File: src/rtl/rnn_bus_pkg.sv
// Shared bus map, field positions and master state
// for the RNN accelerator host-side initiator.
package rnn_bus_pkg;

  typedef enum logic [3:0] {
    START  = 4'd0,
    INPUT  = 4'd1,
    W0     = 4'd2,
    W1     = 4'd3,
    RBIAS  = 4'd4,
    DENSE  = 4'd5,
    DBIAS  = 4'd6,
    STATUS = 4'd7,
    RESULT = 4'd8
  } bus_addr_e;

  localparam int ROW_MSB  = 31;
  localparam int ROW_LSB  = 24;
  localparam int COL_MSB  = 23;
  localparam int COL_LSB  = 16;
  localparam int DATA_MSB = 15;

  typedef enum logic [3:0] {
    S_IDLE,
    S_WR,
    S_START,
    S_GAP,
    S_POLL_RD,
    S_POLL_CHK,
    S_RES_RD,
    S_RES_CHK,
    S_OUT
  } mst_state_e;

  function automatic logic [31:0] addr_word(
    input bus_addr_e a
  );
    return {28'd0, a};
  endfunction

endpackage

File: src/rtl/rnn_word_pack.sv
// Combinational packing of a parameter command into
// the slave address and write word.
module rnn_word_pack
  import rnn_bus_pkg::*;
(
  input  logic [2:0]  i_tensor,
  input  logic [7:0]  i_row,
  input  logic [7:0]  i_col,
  input  logic [15:0] i_data,
  output logic [31:0] o_addr,
  output logic [31:0] o_wdata,
  output logic        o_legal
);

  always_comb begin
    o_addr  = {29'd0, i_tensor};
    o_wdata = '0;
    o_wdata[DATA_MSB:0] = i_data;
    o_legal = 1'b1;
    case (i_tensor)
      3'(W0), 3'(W1): begin
        o_wdata[ROW_MSB:ROW_LSB] = i_row;
        o_wdata[COL_MSB:COL_LSB] = i_col;
      end
      3'(INPUT), 3'(RBIAS), 3'(DENSE): begin
        o_wdata[COL_MSB:COL_LSB] = i_col;
      end
      3'(DBIAS): begin
        o_wdata[DATA_MSB:0] = i_data;
      end
      default: o_legal = 1'b0;
    endcase
  end

endmodule

File: src/rtl/rnn_host_master.sv
// Host-side bus initiator: streams parameter writes,
// starts the accelerator, polls status, returns result.
module rnn_host_master
  import rnn_bus_pkg::*;
#(
  parameter int POLL_GAP = 4,
  parameter int TIMEOUT  = 1024,
  parameter int CNT_W    = 16
) (
  input  logic        clk,
  input  logic        rst,
  input  logic        cmd_valid,
  output logic        cmd_ready,
  input  logic [2:0]  cmd_tensor,
  input  logic [7:0]  cmd_row,
  input  logic [7:0]  cmd_col,
  input  logic [15:0] cmd_data,
  input  logic        cmd_last,
  output logic        bus_write,
  output logic        bus_read,
  output logic [31:0] bus_addr,
  output logic [31:0] bus_wdata,
  input  logic [31:0] bus_rdata,
  output logic        res_valid,
  input  logic        res_ready,
  output logic [15:0] res_data,
  output logic        busy,
  output logic [1:0]  err
);

  localparam logic [CNT_W-1:0] LP_GAP = CNT_W'(POLL_GAP);
  localparam logic [CNT_W-1:0] LP_TO  = CNT_W'(TIMEOUT);
  localparam logic [CNT_W-1:0] LP_ONE = CNT_W'(1);

  mst_state_e       r_state;
  logic             r_cmd_ready;
  logic             r_bus_write;
  logic             r_bus_read;
  logic [31:0]      r_bus_addr;
  logic [31:0]      r_bus_wdata;
  logic             r_res_valid;
  logic [15:0]      r_res_data;
  logic             r_busy;
  logic [1:0]       r_err;
  logic             r_last;
  logic [CNT_W-1:0] r_gap;
  logic [CNT_W-1:0] r_to;

  logic [31:0] w_addr;
  logic [31:0] w_wdata;
  logic        w_legal;
  logic        w_unused;

  assign w_unused = ^bus_rdata[31:16];

  rnn_word_pack u_pack (
    .i_tensor (cmd_tensor),
    .i_row    (cmd_row),
    .i_col    (cmd_col),
    .i_data   (cmd_data),
    .o_addr   (w_addr),
    .o_wdata  (w_wdata),
    .o_legal  (w_legal)
  );

  always_ff @(posedge clk) begin
    if (rst) begin
      r_state     <= S_IDLE;
      r_cmd_ready <= 1'b1;
      r_bus_write <= 1'b0;
      r_bus_read  <= 1'b0;
      r_bus_addr  <= '0;
      r_bus_wdata <= '0;
      r_res_valid <= 1'b0;
      r_res_data  <= '0;
      r_busy      <= 1'b0;
      r_err       <= '0;
      r_last      <= 1'b0;
      r_gap       <= '0;
      r_to        <= '0;
    end else begin
      // strobes are single-cycle unless re-armed below
      r_bus_write <= 1'b0;
      r_bus_read  <= 1'b0;
      case (r_state)
        S_IDLE: begin
          if (cmd_valid) begin
            if (w_legal) begin
              r_state     <= S_WR;
              r_bus_write <= 1'b1;
              r_bus_addr  <= w_addr;
              r_bus_wdata <= w_wdata;
              r_last      <= cmd_last;
              r_err       <= 2'b00;
              r_cmd_ready <= 1'b0;
              r_busy      <= 1'b1;
            end else begin
              r_err <= 2'b01;
            end
          end
        end
        S_WR: begin
          if (r_last) begin
            r_state     <= S_START;
            r_bus_write <= 1'b1;
            r_bus_addr  <= addr_word(START);
            r_bus_wdata <= '0;
          end else begin
            r_state     <= S_IDLE;
            r_cmd_ready <= 1'b1;
            r_busy      <= 1'b0;
          end
        end
        S_START: begin
          r_to    <= '0;
          r_gap   <= LP_GAP;
          r_state <= S_GAP;
        end
        S_GAP: begin
          r_gap <= r_gap - LP_ONE;
          if (r_gap <= LP_ONE) begin
            r_state    <= S_POLL_RD;
            r_bus_read <= 1'b1;
            r_bus_addr <= addr_word(STATUS);
          end
        end
        S_POLL_RD: begin
          r_to    <= r_to + LP_ONE;
          r_state <= S_POLL_CHK;
        end
        S_POLL_CHK: begin
          if (bus_rdata[0]) begin
            r_state    <= S_RES_RD;
            r_bus_read <= 1'b1;
            r_bus_addr <= addr_word(RESULT);
          end else if (r_to == LP_TO) begin
            r_err[1]    <= 1'b1;
            r_state     <= S_IDLE;
            r_cmd_ready <= 1'b1;
            r_busy      <= 1'b0;
          end else begin
            r_gap   <= LP_GAP;
            r_state <= S_GAP;
          end
        end
        S_RES_RD: begin
          r_state <= S_RES_CHK;
        end
        S_RES_CHK: begin
          r_res_data  <= bus_rdata[15:0];
          r_res_valid <= 1'b1;
          r_state     <= S_OUT;
        end
        S_OUT: begin
          if (res_ready) begin
            r_res_valid <= 1'b0;
            r_state     <= S_IDLE;
            r_cmd_ready <= 1'b1;
            r_busy      <= 1'b0;
          end
        end
        default: begin
          r_state     <= S_IDLE;
          r_cmd_ready <= 1'b1;
          r_busy      <= 1'b0;
        end
      endcase
    end
  end

  assign cmd_ready = r_cmd_ready;
  assign bus_write = r_bus_write;
  assign bus_read  = r_bus_read;
  assign bus_addr  = r_bus_addr;
  assign bus_wdata = r_bus_wdata;
  assign res_valid = r_res_valid;
  assign res_data  = r_res_data;
  assign busy      = r_busy;
  assign err       = r_err;

endmodule

File: config.mk
export PLATFORM = sky130hd
export DESIGN_NAME = rnn_host_master
export DESIGN_NICKNAME = d
export VERILOG_FILES = /design/src/rtl/rnn_bus_pkg.sv /design/src/rtl/rnn_word_pack.sv /design/src/rtl/rnn_host_master.sv
export SDC_FILE = /design/constraint.sdc
export NUM_CORES = 1
export LEC_CHECK = 0
export ABC_AREA = 1
export CAP_MARGIN = 20
export CELL_PAD_IN_SITES_DETAIL_PLACEMENT = 1
export CELL_PAD_IN_SITES_GLOBAL_PLACEMENT = 1
export CORE_ASPECT_RATIO = 0.5
export CORE_UTILIZATION = 28
export DETAILED_ROUTE_END_ITERATION = 6
export GPL_TIMING_DRIVEN = 0
export PLACE_DENSITY_LB_ADDON = 0.1
export RECOVER_POWER = 50
export SLEW_MARGIN = 20
export SYNTH_ARGS = -nofsm -noshare
export SYNTH_HDL_FRONTEND = slang
export SYNTH_SLANG_ARGS = --single-unit
File: constraint.sdc
create_clock -name clk -period 1.3 [get_ports clk]
set_input_delay 0.195 -clock clk [delete_from_list [all_inputs] [get_ports clk]]
set_output_delay 0.195 -clock clk [all_outputs]
set_load 0.02 [all_outputs]
==> metrics.md <==
| Metric | Value |
|---|---|
| Outcome | `complete, but fails checks` |
| Failing checks | `negative setup slack` |
| Compound-Gate Fraction of Synth Area | `0.143` |
| Final period utilization | `1.21` |
| Peak supply drop | `634 uV` |
| M2 GR Usage | `0.339` |
| Setup crit end kind | `flop` |
| Mux cell area share after synthesis | `0` |
| GPL Wtd Cong | `0.786` |
| Top_reg_cell synth | `dfxtp_1` |
| Starting DRT DRC Count | `174` |
| Post-synth EDFFs | `0` |
| DR pass1 iterations | `4` |
| Min-delay worst type | `primary input to flop` |
| Met1 Usage GRT | `0.234` |
| Crit path DAT | `1.83 ns` |
| Routed WL | `17300 um` |
| MaxCap Viol Count | `0` |
| Share of layout cells above drive strength 1 | `0.388` |
| Final setup viols | `93` |
| Critical path required time | `1.57 ns` |
| Least-Margin Pin Slew | `0.761 ns` |
| Number of global-route vias before repair | `4959` |
| # clock sinks | `96` |
| Avg Inst Size Synth | `6.95 um^2` |
| Met3 Use GR | `0.0393` |
| CTS tree | `done` |
| Root Driver | `clkbuf_16` |
| # hold bufs at CTS | `0` |
| Combinational power share | `0.219` |
| Clock buffer depth | `2` |
| Non-Filler Instances | `1103` |
| Via/cell ratio | `4.61` |
| Power, Total | `0.00761 W` |
| Clock group share of total power | `0.371` |
| Chip width | `183 um` |
| Core area | `0.0157 mm^2` |
| Slew HR | `0.492` |
| Final Net Count | `953` |
| Drt drc | `0` |
| H-tree depth | `3` |
| Sequential cell area | `0.00196 mm^2` |
| Initial antenna violation count | `0` |
| Final setup margin | `-0.267 ns` |
| Final hold slack | `0.220 ns` |
| FILL cells | `1870` |
| Synth Area in Simple Gates | `0.308` |
| #FFs+latches synth | `96` |
| Synth area leaders | `dfxtp_1, nand2_1, nor2_1` |
| Final hold violations | `0` |
| Pins over their slew limit | `0` |
| Setup TNS | `-12.45 ns` |
| DP Wirelength | `11000 um` |
| Syn. warnings | `0` |
| First-pass GRT wire length | `25200 um` |
| FMAX | `0.638 GHz` |
| Area growth, synth to finish | `74.3%` |
| Area leader, netlist | `dfxtp_1` |
| Register area share after synthesis | `0.419` |
| Multi-input logic area | `0.00302 mm^2` |
| Xor/xnor share of the synthesized area | `0` |
| Post-Syn Instances | `661` |
| Later-pin clock latency in the skew report | `0.35 ns` |
| Num CTS Buffers | `9` |
| Most used routing layer | `met2` |
| Grt total ovfl | `0` |
| Power density over cell area | `951 mW/mm^2` |
| Initial Utilization | `0.293` |
| Sw Ratio | `0.302` |
| Port bufs | `113` |
| Row cnt | `32` |
| Post-Syn Area | `0.00459 mm^2` |
| Async set-reset flop share out of synthesis | `0` |
| Placed Instances | `1022` |
| Netlist cell types | `32` |
| Psw | `0.00230 W` |
| Die Ht | `92.6 um` |
| Adder-cell share of the synthesized area | `0.0109` |
| # IOs | `159` |
| Min Clock Period, post-route | `1.57 ns` |
| Wirelength per Cell | `15.7 um` |
| Layout Utilization | `0.510` |
| Combinational family with the most area after synthesis | `simple AND/OR/NAND/NOR gates` |
| Reg power frac | `0.410` |
| Yosys top cell area share | `0.419` |
| Pint | `0.00532 W` |
| # diodes | `0` |
| Total Routing Usage GR | `0.189` |
| Final ANT Viol Nets | `0` |
| Clock transition at path regs | `0.08 ns` |
| Largest net degree at the start of global routing | `19` |
| Die ar. | `0.0169 mm^2` |
| Clock skew | `0.0139 ns` |
| CP max FO | `5` |
| Startpoint type of the worst setup path | `flop` |
| RSZ-0062 raised after global routing | `true` |
| Crit Path Category | `flop to flop` |
| Total number of vias | `5088` |
| Leakage power | `3.36 nW` |
[final timing paths]
check | startpoint | end | slack, ns | depth (start not counted)
worst max register to register | r_state[0] | r_gap[1] | -0.27 | 10
worst max-delay path | r_state[0] | r_gap[1] | -0.27 | 10
worst min-delay path | rst | r_to[3] | 0.22 | 2
worst min register to register | bus_wdata[0] | bus_wdata[0] | 0.46 | 2
[metrics by stage]
step	cell area, um^2	worst slack [ns]
floorplan	4750	-0.0217
global placement	6160	-0.494
detailed placement	6160	-0.534
CTS	7220	-0.199
global route	8000	-0.334
finish	8000	-0.267
[power groups by stage]
stage	clock [W]	combinational, W	sequential, W
after CTS	0.00291	0.00150	0.00312
after floorplan	0	0.000678	0.00330
after global routing	0.00301	0.00180	0.00314
final	0.00282	0.00167	0.00312
after detailed placement	0	0.00134	0.00320
after global placement	0	0.00133	0.00320
[cells in the final DEF (no fill, tap or decap), types with 14 or more instances in the layout]
| cell | synthesis | routed |
|---|---|---|
| buf_4 | 30 | 64 |
| dlygate4sd2_1 | 0 | 43 |
| nor2_1 | 90 | 48 |
| nor2_4 | 4 | 34 |
| o21ai_0 | 41 | 22 |
| nor2_2 | 2 | 14 |
| dfxtp_1 | 96 | 80 |
| nand2_2 | 3 | 33 |
| a21oi_1 | 63 | 34 |
| inv_2 | 11 | 16 |
| buf_6 | 5 | 23 |
| nand3_2 | 2 | 18 |
| nand2_1 | 162 | 119 |
| clkdlybuf4s50_1 | 0 | 54 |
| o21ai_1 | 8 | 18 |
| inv_1 | 43 | 29 |
| nand3_1 | 50 | 30 |
| a21oi_2 | 1 | 30 |
| conb_1 | 1 | 28 |
[flip-flops by register name (all words and copies together), names as in the netlist, 2 cells and up]
name and count:
bus_wdata 32, r_to 16, bus_addr 4, err 2
r_state 4, r_gap 16, res_data 16
[area by class of cell]
cell class,count,share of cell area
inverters,55,0.0320
flip-flops and latches,96,0.245
well taps,221,0.0345
repair buffers,178,0.221
clock inverters,7,0.0103
plain buffers,49,0.0506
clock buffers,9,0.0281
multi-input cells,488,0.378
[synthesized netlist by cell type, drive strengths merged (2+ instances only)]
cell    instances
nor3            4
a31oi           4
or2             6
buf            38
nand3          52
nand4           4
a211oi          4
dfxtp          96
clkbuf         11
nor3b           2
inv            54
o21ai          49
nand2         167
ha              4
nor2           96
a21oi          64
[per-layer routing]
layer,up-vias,share of wire
met1,2461,0.44
met4,0,0.012
li1,2513,-
met3,14,0.036
met5,-,0
met2,100,0.51
[worst max-delay path, cell delays in order (launching register included)]
cell,delay (ns)
dfxtp_4,0.40
inv_6,0.05
nor2_4,0.18
nand2_4,0.12
inv_4,0.10
nand3_4,0.10
nand3_4,0.14
buf_12,0.11
buf_8,0.12
nand2_1,0.07
a21oi_2,0.11
[timing repair]
action | CTS | global route
resized for setup | 205 | 189
cloned | 4 | 4
pin swaps | 22 | 64
setup buffers | 35 | 26
endpoints found under the hold margin | 0 | 0
setup endpoints to repair | 150 | 100
[kinds of logic (layout without fill, tap and decap cells)]
logic type | Yosys count | after routing
other cells | 1 | 28
fa+ha+maj | 4 | 4
simple gates | 331 | 331
compound gates | 125 | 125
buf+inv | 104 | 298
flops | 96 | 96
Note: power is estimated with default switching activity, not from simulation.
